**src/rtl/shift_left_unit_seq_pkg.sv**
```systemverilog
// Shared definitions for the multi-cycle left-shift unit: mode codes, FSM
// encodings and the per-bit 4:1 selector used by the one-step shifter.
package shift_left_unit_seq_pkg;

    typedef enum logic [1:0] {
        SHL_LOG = 2'b00,
        SHL_ROT = 2'b01,
        SHL_CRY = 2'b10,
        SHL_REP = 2'b11
    } shl_mode_e;

    typedef enum logic [1:0] {
        ST_IDLE  = 2'b00,
        ST_SHIFT = 2'b01,
        ST_DONE  = 2'b10
    } shl_state_e;

    function automatic logic mux4to1(input logic [3:0] d, input logic [1:0] s);
        logic y;
        case (s)
            2'b00:   y = d[0];
            2'b01:   y = d[1];
            2'b10:   y = d[2];
            2'b11:   y = d[3];
            default: y = 1'b0;
        endcase
        return y;
    endfunction

endpackage

```
**src/rtl/shift_left_unit_seq_step.sv**
```systemverilog
// Combinational single-step left shifter: every result bit is picked by a
// 4:1 selector; only bit 0 differs between the modes.
module shl_step_8bit
    import shift_left_unit_seq_pkg::*;
#(
    parameter int WIDTH = 8
) (
    input  logic [WIDTH-1:0] f,
    input  logic             cout,
    input  shl_mode_e        mode,
    output logic [WIDTH-1:0] f_nxt,
    output logic             cout_nxt
);

    // Next-value selection for one 1-bit left step
    always_comb begin
        f_nxt    = {WIDTH{1'b0}};
        cout_nxt = f[WIDTH-1];
        // bit 0 inputs ordered by mode code: REP, CRY, ROT, LOG
        f_nxt[0] = mux4to1({f[0], cout, f[WIDTH-1], 1'b0}, mode);
        for (int i = 1; i < WIDTH; i++) begin
            f_nxt[i] = mux4to1({4{f[i-1]}}, mode);
        end
    end

endmodule

```
**src/rtl/shift_left_unit_seq.sv**
```systemverilog
// Multi-cycle left-shift unit: FSM, step counter and result registers; the
// actual bit movement is done by shl_step_8bit one position per clock.
module shift_left_unit_seq
    import shift_left_unit_seq_pkg::*;
#(
    parameter int WIDTH = 8,
    parameter int CNT_W = 3
) (
    input  logic             clk,
    input  logic             rst_n,
    input  logic             start,
    input  logic             sel0,
    input  logic             sel1,
    input  logic [WIDTH-1:0] x,
    input  logic             cin,
    input  logic [CNT_W-1:0] amount,
    output logic [WIDTH-1:0] f,
    output logic             cout,
    output logic             busy,
    output logic             done
);

    shl_state_e       state_r;
    shl_mode_e        mode_r;
    logic [WIDTH-1:0] f_r;
    logic             cout_r;
    logic [CNT_W-1:0] count_r;
    logic             busy_r;
    logic             done_r;
    logic [WIDTH-1:0] f_nxt_s;
    logic             cout_nxt_s;
    shl_mode_e        mode_in_s;

    assign mode_in_s = shl_mode_e'({sel1, sel1 ? sel0 : sel0});

    shl_step_8bit #(.WIDTH(WIDTH)) u_step (
        .f        (f_r),
        .cout     (cout_r),
        .mode     (mode_r),
        .f_nxt    (f_nxt_s),
        .cout_nxt (cout_nxt_s)
    );

    // Control FSM with registered result, counter and status outputs
    always_ff @(posedge clk or negedge rst_n) begin
        if (!rst_n) begin
            state_r <= ST_IDLE;
            mode_r  <= SHL_LOG;
            f_r     <= {WIDTH{1'b0}};
            cout_r  <= 1'b0;
            count_r <= {CNT_W{1'b0}};
            busy_r  <= 1'b0;
            done_r  <= 1'b0;
        end else begin
            case (state_r)
                ST_IDLE: begin
                    if (start) begin
                        f_r     <= x;
                        // only the through-carry mode seeds the carry from cin
                        cout_r  <= (mode_in_s == SHL_CRY) ? cin : 1'b0;
                        count_r <= amount;
                        mode_r  <= mode_in_s;
                        busy_r  <= 1'b1;
                        state_r <= ST_SHIFT;
                    end else begin
                        state_r <= ST_IDLE;
                    end
                end
                ST_SHIFT: begin
                    if (count_r != {CNT_W{1'b0}}) begin
                        f_r     <= f_nxt_s;
                        cout_r  <= cout_nxt_s;
                        count_r <= count_r - {{(CNT_W-1){1'b0}}, 1'b1};
                    end else begin
                        done_r  <= 1'b1;
                        state_r <= ST_DONE;
                    end
                end
                ST_DONE: begin
                    done_r  <= 1'b0;
                    busy_r  <= 1'b0;
                    state_r <= ST_IDLE;
                end
                default: begin
                    done_r  <= 1'b0;
                    busy_r  <= 1'b0;
                    state_r <= ST_IDLE;
                end
            endcase
        end
    end

    assign f    = f_r;
    assign cout = cout_r;
    assign busy = busy_r;
    assign done = done_r;

endmodule

```
**config.mk**
```make
export PLATFORM = sky130hd
export DESIGN_NAME = shift_left_unit_seq
export DESIGN_NICKNAME = d
export VERILOG_FILES = /design/src/rtl/shift_left_unit_seq_pkg.sv /design/src/rtl/shift_left_unit_seq_step.sv /design/src/rtl/shift_left_unit_seq.sv
export SDC_FILE = /design/constraint.sdc
export NUM_CORES = 1
export LEC_CHECK = 0
export ABC_CLOCK_PERIOD_IN_PS = 2550
export CORE_MARGIN = 1
export CORE_UTILIZATION = 50
export DETAILED_ROUTE_END_ITERATION = 7
export PLACE_DENSITY_LB_ADDON = 0.12
export SETUP_SLACK_MARGIN = 0.02
export SKIP_LAST_GASP = 1
export SLEW_MARGIN = 20
export SYNTH_ARGS = -nofsm -noshare
export SYNTH_HDL_FRONTEND = slang
export SYNTH_HIERARCHICAL = 1
export SYNTH_SLANG_ARGS = --single-unit
```
**constraint.sdc**
```tcl
create_clock -name clk -period 2.55 [get_ports clk]
set_input_delay 0.51 -clock clk [delete_from_list [all_inputs] [get_ports clk]]
set_output_delay 0.51 -clock clk [all_outputs]
set_load 0.02 [all_outputs]
```
[Word level (Yosys, flattened, before mapping)]
Cells that the tools add are included.
Operators by class
  add/sub/neg operators: 1
  reductions and logical operators: 10
  multiplexer cells: 25
  equality and inequality tests: 9
  bitwise logic cells: 2
Operator list (number)
  $mux 8: 2
  $pmux 8 s2: 1
  $mux 1: 13
  $ne 2x2->1 const B: 4
  $eq 2x2->1 const B: 3
  $mux 3: 2
  $pmux 1 s2: 3
  $pmux 3 s2: 1
  $reduce_and 2->1: 3
  $eq 2x1->1 const B: 2
  $logic_not 2->1: 2
  $pmux 2 s2: 1
  $reduce_and 4->1: 1
  $reduce_or 4->1: 1
  $pmux 1 s3: 1
  $reduce_and 3->1: 1
  $reduce_bool 3->1: 1
  $sub 3x1->3 const B: 1
  $mux 2: 1
  $not 1->1: 2
  $reduce_bool 2->1: 1
Word-level totals
  input bits: 17
  output and inout port bits: 11
  logic and storage cells: 55
  register bits after elaboration: 18

[Depth between registers and ports, before layout]
Gate-level depths: netlist of the first run.
  depth after elaboration: 5
  mapped depth: 7
  gate-level depth less buffers: 6

[By module]
Netlist of the first run, hierarchy kept.
By module, submodules not included
  shift_left_unit_seq: area an instance 928.4 µm², sequential area each 450.4 µm², times used 1, cells an instance 93
  shl_step_8bit: area an instance 83.8 µm², sequential area each 0.0 µm², times used 1, cells an instance 11

[Worst setup path before layout of the first run]
No wires, ideal clock.
  path type: flip-flop to flip-flop
  start: register state_r[1]
  end: register cout_r, in the netlist cout
  required time: 2.425 ns
  cell stages (with the launch flop): 7
  arrival time: 1.216 ns
  clock period less this slack: 1.341 ns
  setup time: 0.125 ns
  path buffers: 2
  slack: 1.209 ns
  path through: dfrtp_1 -> buf_6 -> o21ba_1 -> buf_6 -> nand2_4 -> inv_2 -> mux2_4
On the way
  cells in the longest elaborated chain, start to end: 3
  elaborated cells on any way between the ends: 7
  those cells by class: eq/ne (3); mux (1); reduce/logical (3)
Ends and longest elaborated chain
  from (decl): RTL line shift_left_unit_seq.sv:23  | shl_state_e state_r;
  from (signal assigned): RTL line shift_left_unit_seq.sv:47  | state_r <= ST_IDLE;
  from (signal assigned): RTL line shift_left_unit_seq.sv:64  | state_r <= ST_SHIFT;
  from (signal assigned): RTL line shift_left_unit_seq.sv:66  | state_r <= ST_IDLE;
  $eq 2x1->1 / $logic_not 2->1 (equally long branches): RTL line shift_left_unit_seq.sv:55  | case (state_r)
  $ne 2x2->1 (no line) / $reduce_bool 2->1 (equally long branches)
  $reduce_and 3->1 (no line)
  to (signal assigned): RTL line shift_left_unit_seq.sv:60  | cout_r <= (mode_in_s == SHL_CRY) ? cin : 1'b0;
  to (signal assigned): RTL line shift_left_unit_seq.sv:72  | cout_r <= cout_nxt_s;
  to (decl): RTL line shift_left_unit_seq.sv:26  | logic cout_r;
Parallel ways exist; a longest one is shown, timed or not.
A chain may end at the register's enable or synchronous reset.

[Final worst setup path of the first run]
  start: register f_r[7], in the netlist f[7]
  end: output f[7]
RTL lines
  from (decl): RTL line shift_left_unit_seq.sv:25  | logic [WIDTH-1:0] f_r;
  from (signal assigned): RTL line shift_left_unit_seq.sv:49  | f_r <= {WIDTH{1'b0}};
  from (signal assigned): RTL line shift_left_unit_seq.sv:71  | f_r <= f_nxt_s;
  to (decl): RTL line shift_left_unit_seq.sv:17  | output logic [WIDTH-1:0] f,
No word-level cell between the ends.

==> results of run 1 <==
[state kept, by name, indices dropped and copies added (netlist names)]
signal	cells
count_r	3
cout	1
done	1
busy	1
f	8
state_r	2
mode_r	2
[kinds of logic (layout without fill, tap and decap cells)]
group                    count (synthesis)  in the layout  share of synthesized area, %
flip-flops                              18             18                         44.50
adder cells (fa/ha/maj)                  2              2                         2.472
multiplexers                             6              6                         6.674
AND/OR/NAND/NOR                         32             32                         17.31
AO/OA/AOI/OAI                           28             28                         16.32
buffers and inverters                   18             35                         12.73
[routing by layer]
metal  vias up  global-route usage [%]  share of wire (%)
li1        386                       -                  -
met1       375                   26.09                 47
met2        27                   35.00                 47
met3         2                   3.462                5.6
met4         0                   10.29               0.61
met5         -                       0                  0
[cell usage after synthesis, types with 2 or more instances]
cell type | number | area (µm²)
nand2_1 | 19 | 71.32
dfrtp_1 | 18 | 450.4
a21oi_1 | 11 | 55.05
buf_4 | 10 | 75.07
a31oi_1 | 9 | 56.30
buf_6 | 3 | 33.78
inv_1 | 3 | 11.26
mux2i_1 | 3 | 30.03
nor2_1 | 3 | 11.26
nor3b_1 | 3 | 22.52
o21ai_0 | 3 | 15.01
ha_1 | 2 | 25.02
mux2_2 | 2 | 22.52
[final timing paths]
kind | endpoint | cells past startpoint | start | slack, ns
min in group asynchronous | state_r[1]$_DFFE_PN0P_ | 1 | rst_n | 0.67
max in group asynchronous | f[2]$_DFFE_PN0P_ | 1 | rst_n | 1.40
hold reg to reg | busy$_DFFE_PN0P_ | 2 | busy$_DFFE_PN0P_ | 0.51
hold / removal | busy$_DFFE_PN0P_ | 2 | busy$_DFFE_PN0P_ | 0.51
setup reg to reg | cout$_DFFE_PN0P_ | 6 | count_r[0]$_DFFE_PN0P_ | 1.03
setup / recovery | f[7] | 1 | f[7]$_DFFE_PN0P_ | 0.71
[cells in the final DEF (no fill, tap or decap), drive strengths merged]
cell type / netlist / routed
and2b: 1 / 1
nand2: 20 / 20
and3b: 1 / 1
a211oi: 1 / 1
a31oi: 9 / 9
clkbuf: 0 / 3
o22ai: 1 / 1
mux2: 3 / 3
o31ai: 1 / 1
clkdlybuf4s50: 0 / 27
nor3b: 3 / 3
a21oi: 11 / 11
nand3b: 2 / 2
buf: 14 / 1
ha: 2 / 2
o21ba: 1 / 1
o21bai: 1 / 1
nand2b: 1 / 1
mux2i: 3 / 3
o21ai: 3 / 3
inv: 4 / 4
nor2: 3 / 3
dfrtp: 18 / 18
or3b: 1 / 1
[per-stage QoR]
stage	area (µm²)	hold WS, ns
floorplan	1012	0.2144
detailed placement	1207	0.4847
finish	1230	0.5060
global route	1230	0.5663
CTS	1230	0.5092
global placement	1207	0.4842
[cell type report]
class                           count  area [µm²]
Clock buffer                        3       22.52
Sequential cell                    18       450.4
Inverter                            4       15.01
Tap cell                           25       31.28
Multi-Input combinational cell     68       432.9
Fill cell                         151       571.8
Timing Repair Buffer               28       277.8
[where the power goes]
group / total, W / leakage (nW) / switching [W] / internal (W)
registers: 0.000577 / 0.211 / 0.000138 / 0.000439
logic: 0.000980 / 0.317 / 0.000515 / 0.000466
clock network: 0.000139 / 0.0138 / 0.0000844 / 0.0000549
==> run metrics, run 1 <==
status complete, no violations; syn avg cell area 9.733 µm²; H-tree depth 1; Final Cycle Share 72.07%; Clock Skew 0.002015 ns; Fmax achieved between 500 and 600 MHz; leakage around 0.54 nW; CP Class register to primary output; post-route ant nets 0; synthesis-stage register bit count 18; diode count 0; row count 15; Worst-Skew Late Latency 0.29 ns; DRT iter0 DRCs 6; CTS Buf Count 3; Fin. Hold Viols 0; DR vias 790; clk slew on worst S/H paths 0.10 ns; Setup Buffers After CTS 0; Post-Syn Nets 123; CTS tree yes; Setup WS post-layout 0.7121 ns; CTS Root Cell clkbuf_4; wire per inst 13.54 µm; die footprint 2209 µm²; vias in the first global route 712; Rel. slew slack 47.63%; core area 1802 µm²; Post-synth EDFFs 0; delay-heaviest family, CP buffers and inverters; Power Total 0.001697 W; Slowest Stage Delay on Critical Path 0.62 ns; RD Place Congestion around 0.75; Hold WC Path Type register to register; final cell count without fillers 146; DRC viols 0; CTS sink cnt 18; global-route wire length before repair 3.160 mm; synthesized area roughly 1000 µm²; DP Worst Slack 0.6250 ns; Ys Warns 6; Crit path required time ~2.0 ns; area delta synth->final 21.51%; unrepaired setup endpoints after global routing false; Critical Path Source Type register; sequential element share of the synthesized area 44.50%; Slew Limit Fails 0; GR Overflow Total 0; Post-Syn Instances between 100 and 150; CP Buf/Inv Count 1; largest net degree at the start of global routing 19; setup TNS 0 ns; chip width approximately 47 µm; Synth Flop Type dfrtp_1; CP max-delay cell clkdlybuf4s50_1; TritonRoute pass-1 iters 4; final wirelength slightly below 2 mm; IO Pins 28; Critical Path AT 1.33 ns; Critical Path Fanout Max 4; PostCTS Resize Cnt 0; initial antenna violation count 0; VDD IR max 0.7150 mV; worst slew pin tran 0.7831 ns; post-synth cell types 28; gr usage total 20.90%; # nets final between 100 and 150; Worst Setup End Kind primary output; DP HPWL 1.384 mm; power density over the cells 1380 nW/µm²; asr flop ratio synth 100.0%; Clock Tree Buf Depth 2; placed cell count 143; layout cells sized above 1 between 8 and 9%; Initial Util about 56%; height of the die 47.00 µm; critical-path cell list clkdlybuf4s50_1; Setup-failing EPs final 0; DR vias/cell 5.411; Post-CTS Hold Buffers 0; Port Buffers 27; maxcap violations 0; post-layout util 68.26%; fin crit period 1.838 ns
No activity file was read; power rests on OpenSTA's default activity.
==> run 2, diff against run 1 <==
--- a/config.mk
+++ b/config.mk
@@ -5,9 +5,9 @@
 export SDC_FILE = /design/constraint.sdc
 export NUM_CORES = 1
 export LEC_CHECK = 0
-export ABC_CLOCK_PERIOD_IN_PS = 2550
+export ABC_CLOCK_PERIOD_IN_PS = 1600
 export CORE_MARGIN = 1
-export CORE_UTILIZATION = 50
+export CORE_UTILIZATION = 42
 export DETAILED_ROUTE_END_ITERATION = 7
 export PLACE_DENSITY_LB_ADDON = 0.12
 export SETUP_SLACK_MARGIN = 0.02
==> constraint.sdc (replaced) <==
create_clock -name clk -period 1.6 [get_ports clk]
set_input_delay 0.32 -clock clk [delete_from_list [all_inputs] [get_ports clk]]
set_output_delay 0.32 -clock clk [all_outputs]
set_load 0.02 [all_outputs]
==> run metrics, run 2 (synthesized netlist as in run 1, its figures left out) <==
global-route wire length before repair 3.712 mm (was 3.160 mm); area delta synth->final 27.44% (was 21.51%); Crit Reg-Reg Endpoint f[2]$_DFFE_PN0P_ (was cout$_DFFE_PN0P_); Initial Util 45.32% (was 56.18%); Critical Path AT 1.61 ns (was 1.33 ns); post-route ant nets 0 (unchanged); R2R depth 4 (was 6); most frequent cells in the layout nand2_1, dfrtp_1, clkdlybuf4s50_1 (was clkdlybuf4s50_1, nand2_1, dfrtp_1); Setup-failing EPs final 0 (unchanged); Critical Path Source Type register (unchanged); fin crit period approximately 1.4 ns; height of the die 51.09 µm (was 47.00 µm); Placed Area 1264 µm² (was 1207 µm²); setup slack, reg-to-reg 0.20 ns (was 1.03 ns); final wirelength 2.106 mm (was 1.977 mm); maxcap violations 0 (unchanged); CTS Buf Count 3 (unchanged); Slowest Stage Delay on Critical Path 0.58 ns (was 0.62 ns); clk slew on worst S/H paths 0.10 ns (about the same); Rel. slew slack 75.05% (was 47.63%); Setup Buffers After CTS 0 (unchanged); design area 1290 µm² (was 1230 µm²); CTS Root Cell clkbuf_4 (unchanged); DRT iter0 DRCs 7 (was 6); row count 17 (was 15); CTS sink cnt 18 (unchanged); gr usage total 19.56% (was 20.90%); # nets final 149 (was 142); Clock Tree Buf Depth 2 (unchanged); power density over the cells 2183 nW/µm² (was 1380 nW/µm²); largest net degree at the start of global routing 19 (unchanged); Fin. Hold Viols 0 (unchanged); DRC viols 0 (unchanged); wire per inst 13.41 µm (was 13.54 µm); GR Overflow Total 0 (unchanged); CP Buf/Inv Count 1 (unchanged); setup TNS 0 ns (unchanged); worst slew pin tran 0.3742 ns (was 0.7831 ns); Crit path required time 1.81 ns (was 2.04 ns); final cell count without fillers 157 (was 146); H-tree depth 1 (unchanged); CTS tree yes (unchanged); PostCTS Resize Cnt 10 (was 0); chip width 51.09 µm (was 47.00 µm); commonest non-fill, non-tap cell in the layout nand2_1 (was clkdlybuf4s50_1); leakage 0.6032 nW (was 0.5409 nW); Slew Limit Fails 0 (unchanged); Final Cycle Share between 80% and 90%; Logic pwr share 57.7% (was 57.8%); Clock Skew 0.001314 ns (was 0.002015 ns); critical-path cell list and2b_1 -> buf_4 -> nand2_1 -> a31oi_1 (was clkdlybuf4s50_1); layout cells sized above 1 13.95% (was 8.264%); placed cell count 153 (was 143); Critical Path Fanout Max 11 (was 4); FF-to-FF Start state_r[0]$_DFFE_PN0P_ (was count_r[0]$_DFFE_PN0P_); clock power share 9.9% (was 8.2%); CP Class register to register (was register to primary output); delay-heaviest family, CP flip-flops (was buffers and inverters); initial antenna violation count 0 (unchanged); die footprint 2610 µm² (was 2209 µm²); total area of multi-input combinational cells 432.9 µm² (unchanged); DR vias/cell 5.108 (was 5.411); Worst-Skew Late Latency 0.29 ns (about the same); Pint 0.001607 W (was 0.0009600 W); Net Sw Frac 42.94% (was 43.43%); core area 2233 µm² (was 1802 µm²); vias in the first global route 795 (was 712); Flop pwr share 32.4% (was 34.0%); IO Pins 28 (unchanged); Fillers 213 (was 151); RD Place Congestion 0.7306 (was 0.7506); Port Buffers 27 (unchanged); unrepaired setup endpoints after global routing false (unchanged); Post-CTS Hold Buffers 0 (unchanged); status complete, no violations (unchanged); sequential standard cell area 450.4 µm² (unchanged); TritonRoute pass-1 iters 5 (was 4); final worst hold slack 0.3467 ns (was 0.5060 ns); max reg flops 8 (unchanged); CP max-delay cell dfrtp_1 (was clkdlybuf4s50_1); Worst Setup End Kind register (was primary output); Fmax achieved 715.5 MHz; Hold WC Path Type input port to asynchronous set/reset pin (was register to register); Switch Pwr 0.001209 W (was 0.0007370 W); VDD IR max 1.118 mV (was 0.7150 mV); DP HPWL 1.517 mm (was 1.384 mm); diode count 0 (unchanged); DR vias 802 (was 790)
## run 2: how the worst max path moves through the flow
stage / from / endpoint / slack [ns] / depth (start not counted)
after floorplan: state_r[1]$_DFFE_PN0P_ / cout$_DFFE_PN0P_ / 0.26 / 6
after global placement: start / mode_r[0]$_DFFE_PN0P_ / -0.02 / 3
after detailed placement: start / mode_r[1]$_DFFE_PN0P_ / -0.05 / 3
after CTS: done$_DFFE_PN0P_ / done / 0.03 / 1
after global routing: state_r[0]$_DFFE_PN0P_ / f[2]$_DFFE_PN0P_ / 0.09 / 4
final: state_r[0]$_DFFE_PN0P_ / f[2]$_DFFE_PN0P_ / 0.20 / 4
## run 2: worst reg2reg max path: stages, from the launching register on
cell and delay, ns:
dfrtp_1 0.58, and2b_1 0.32, buf_4 0.19, nand2_1 0.06, a31oi_1 0.17
## run 2: power by group through the flow
stage / Sequential (W) / Clock (W) / Combinational, W
after detailed placement: 0.000930 / 0 / 0.00172
final: 0.000913 / 0.000278 / 0.00163
after global placement: 0.000928 / 0 / 0.00169
after CTS: 0.000918 / 0.000285 / 0.00165
after global routing: 0.000949 / 0.000315 / 0.00182
after floorplan: 0.00103 / 0 / 0.00117
## run 2: per-layer routing
metal	routed length [µm]	global-route usage (%)	up-vias
met5	0	0	-
li1	-	-	402
met4	13	6.944	0
met3	65	3.571	2
met2	1037	31.36	17
met1	990	26.29	381
## run 2: layout make-up
type                    instances  area share [%]
inverters                       4           1.164
multi-input cells              68           33.56
flip-flops and latches         18           34.92
well taps                      28           2.716
repair buffers                 35           24.83
clock buffers                   4           2.813
## run 2: stage by stage
| step | total power, W | util, % | worst slack, ns |
|---|---|---|---|
| final | 0.002816 | 57.76 | 0.2023 |
| after global routing | 0.003086 | 57.76 | 0.09404 |
| after CTS | 0.002851 | 57.65 | 0.02606 |
| after detailed placement | 0.002653 | 56.58 | -0.04765 |
| after global placement | 0.002620 | 56.58 | -0.02394 |
| after floorplan | 0.002196 | - | 0.2593 |
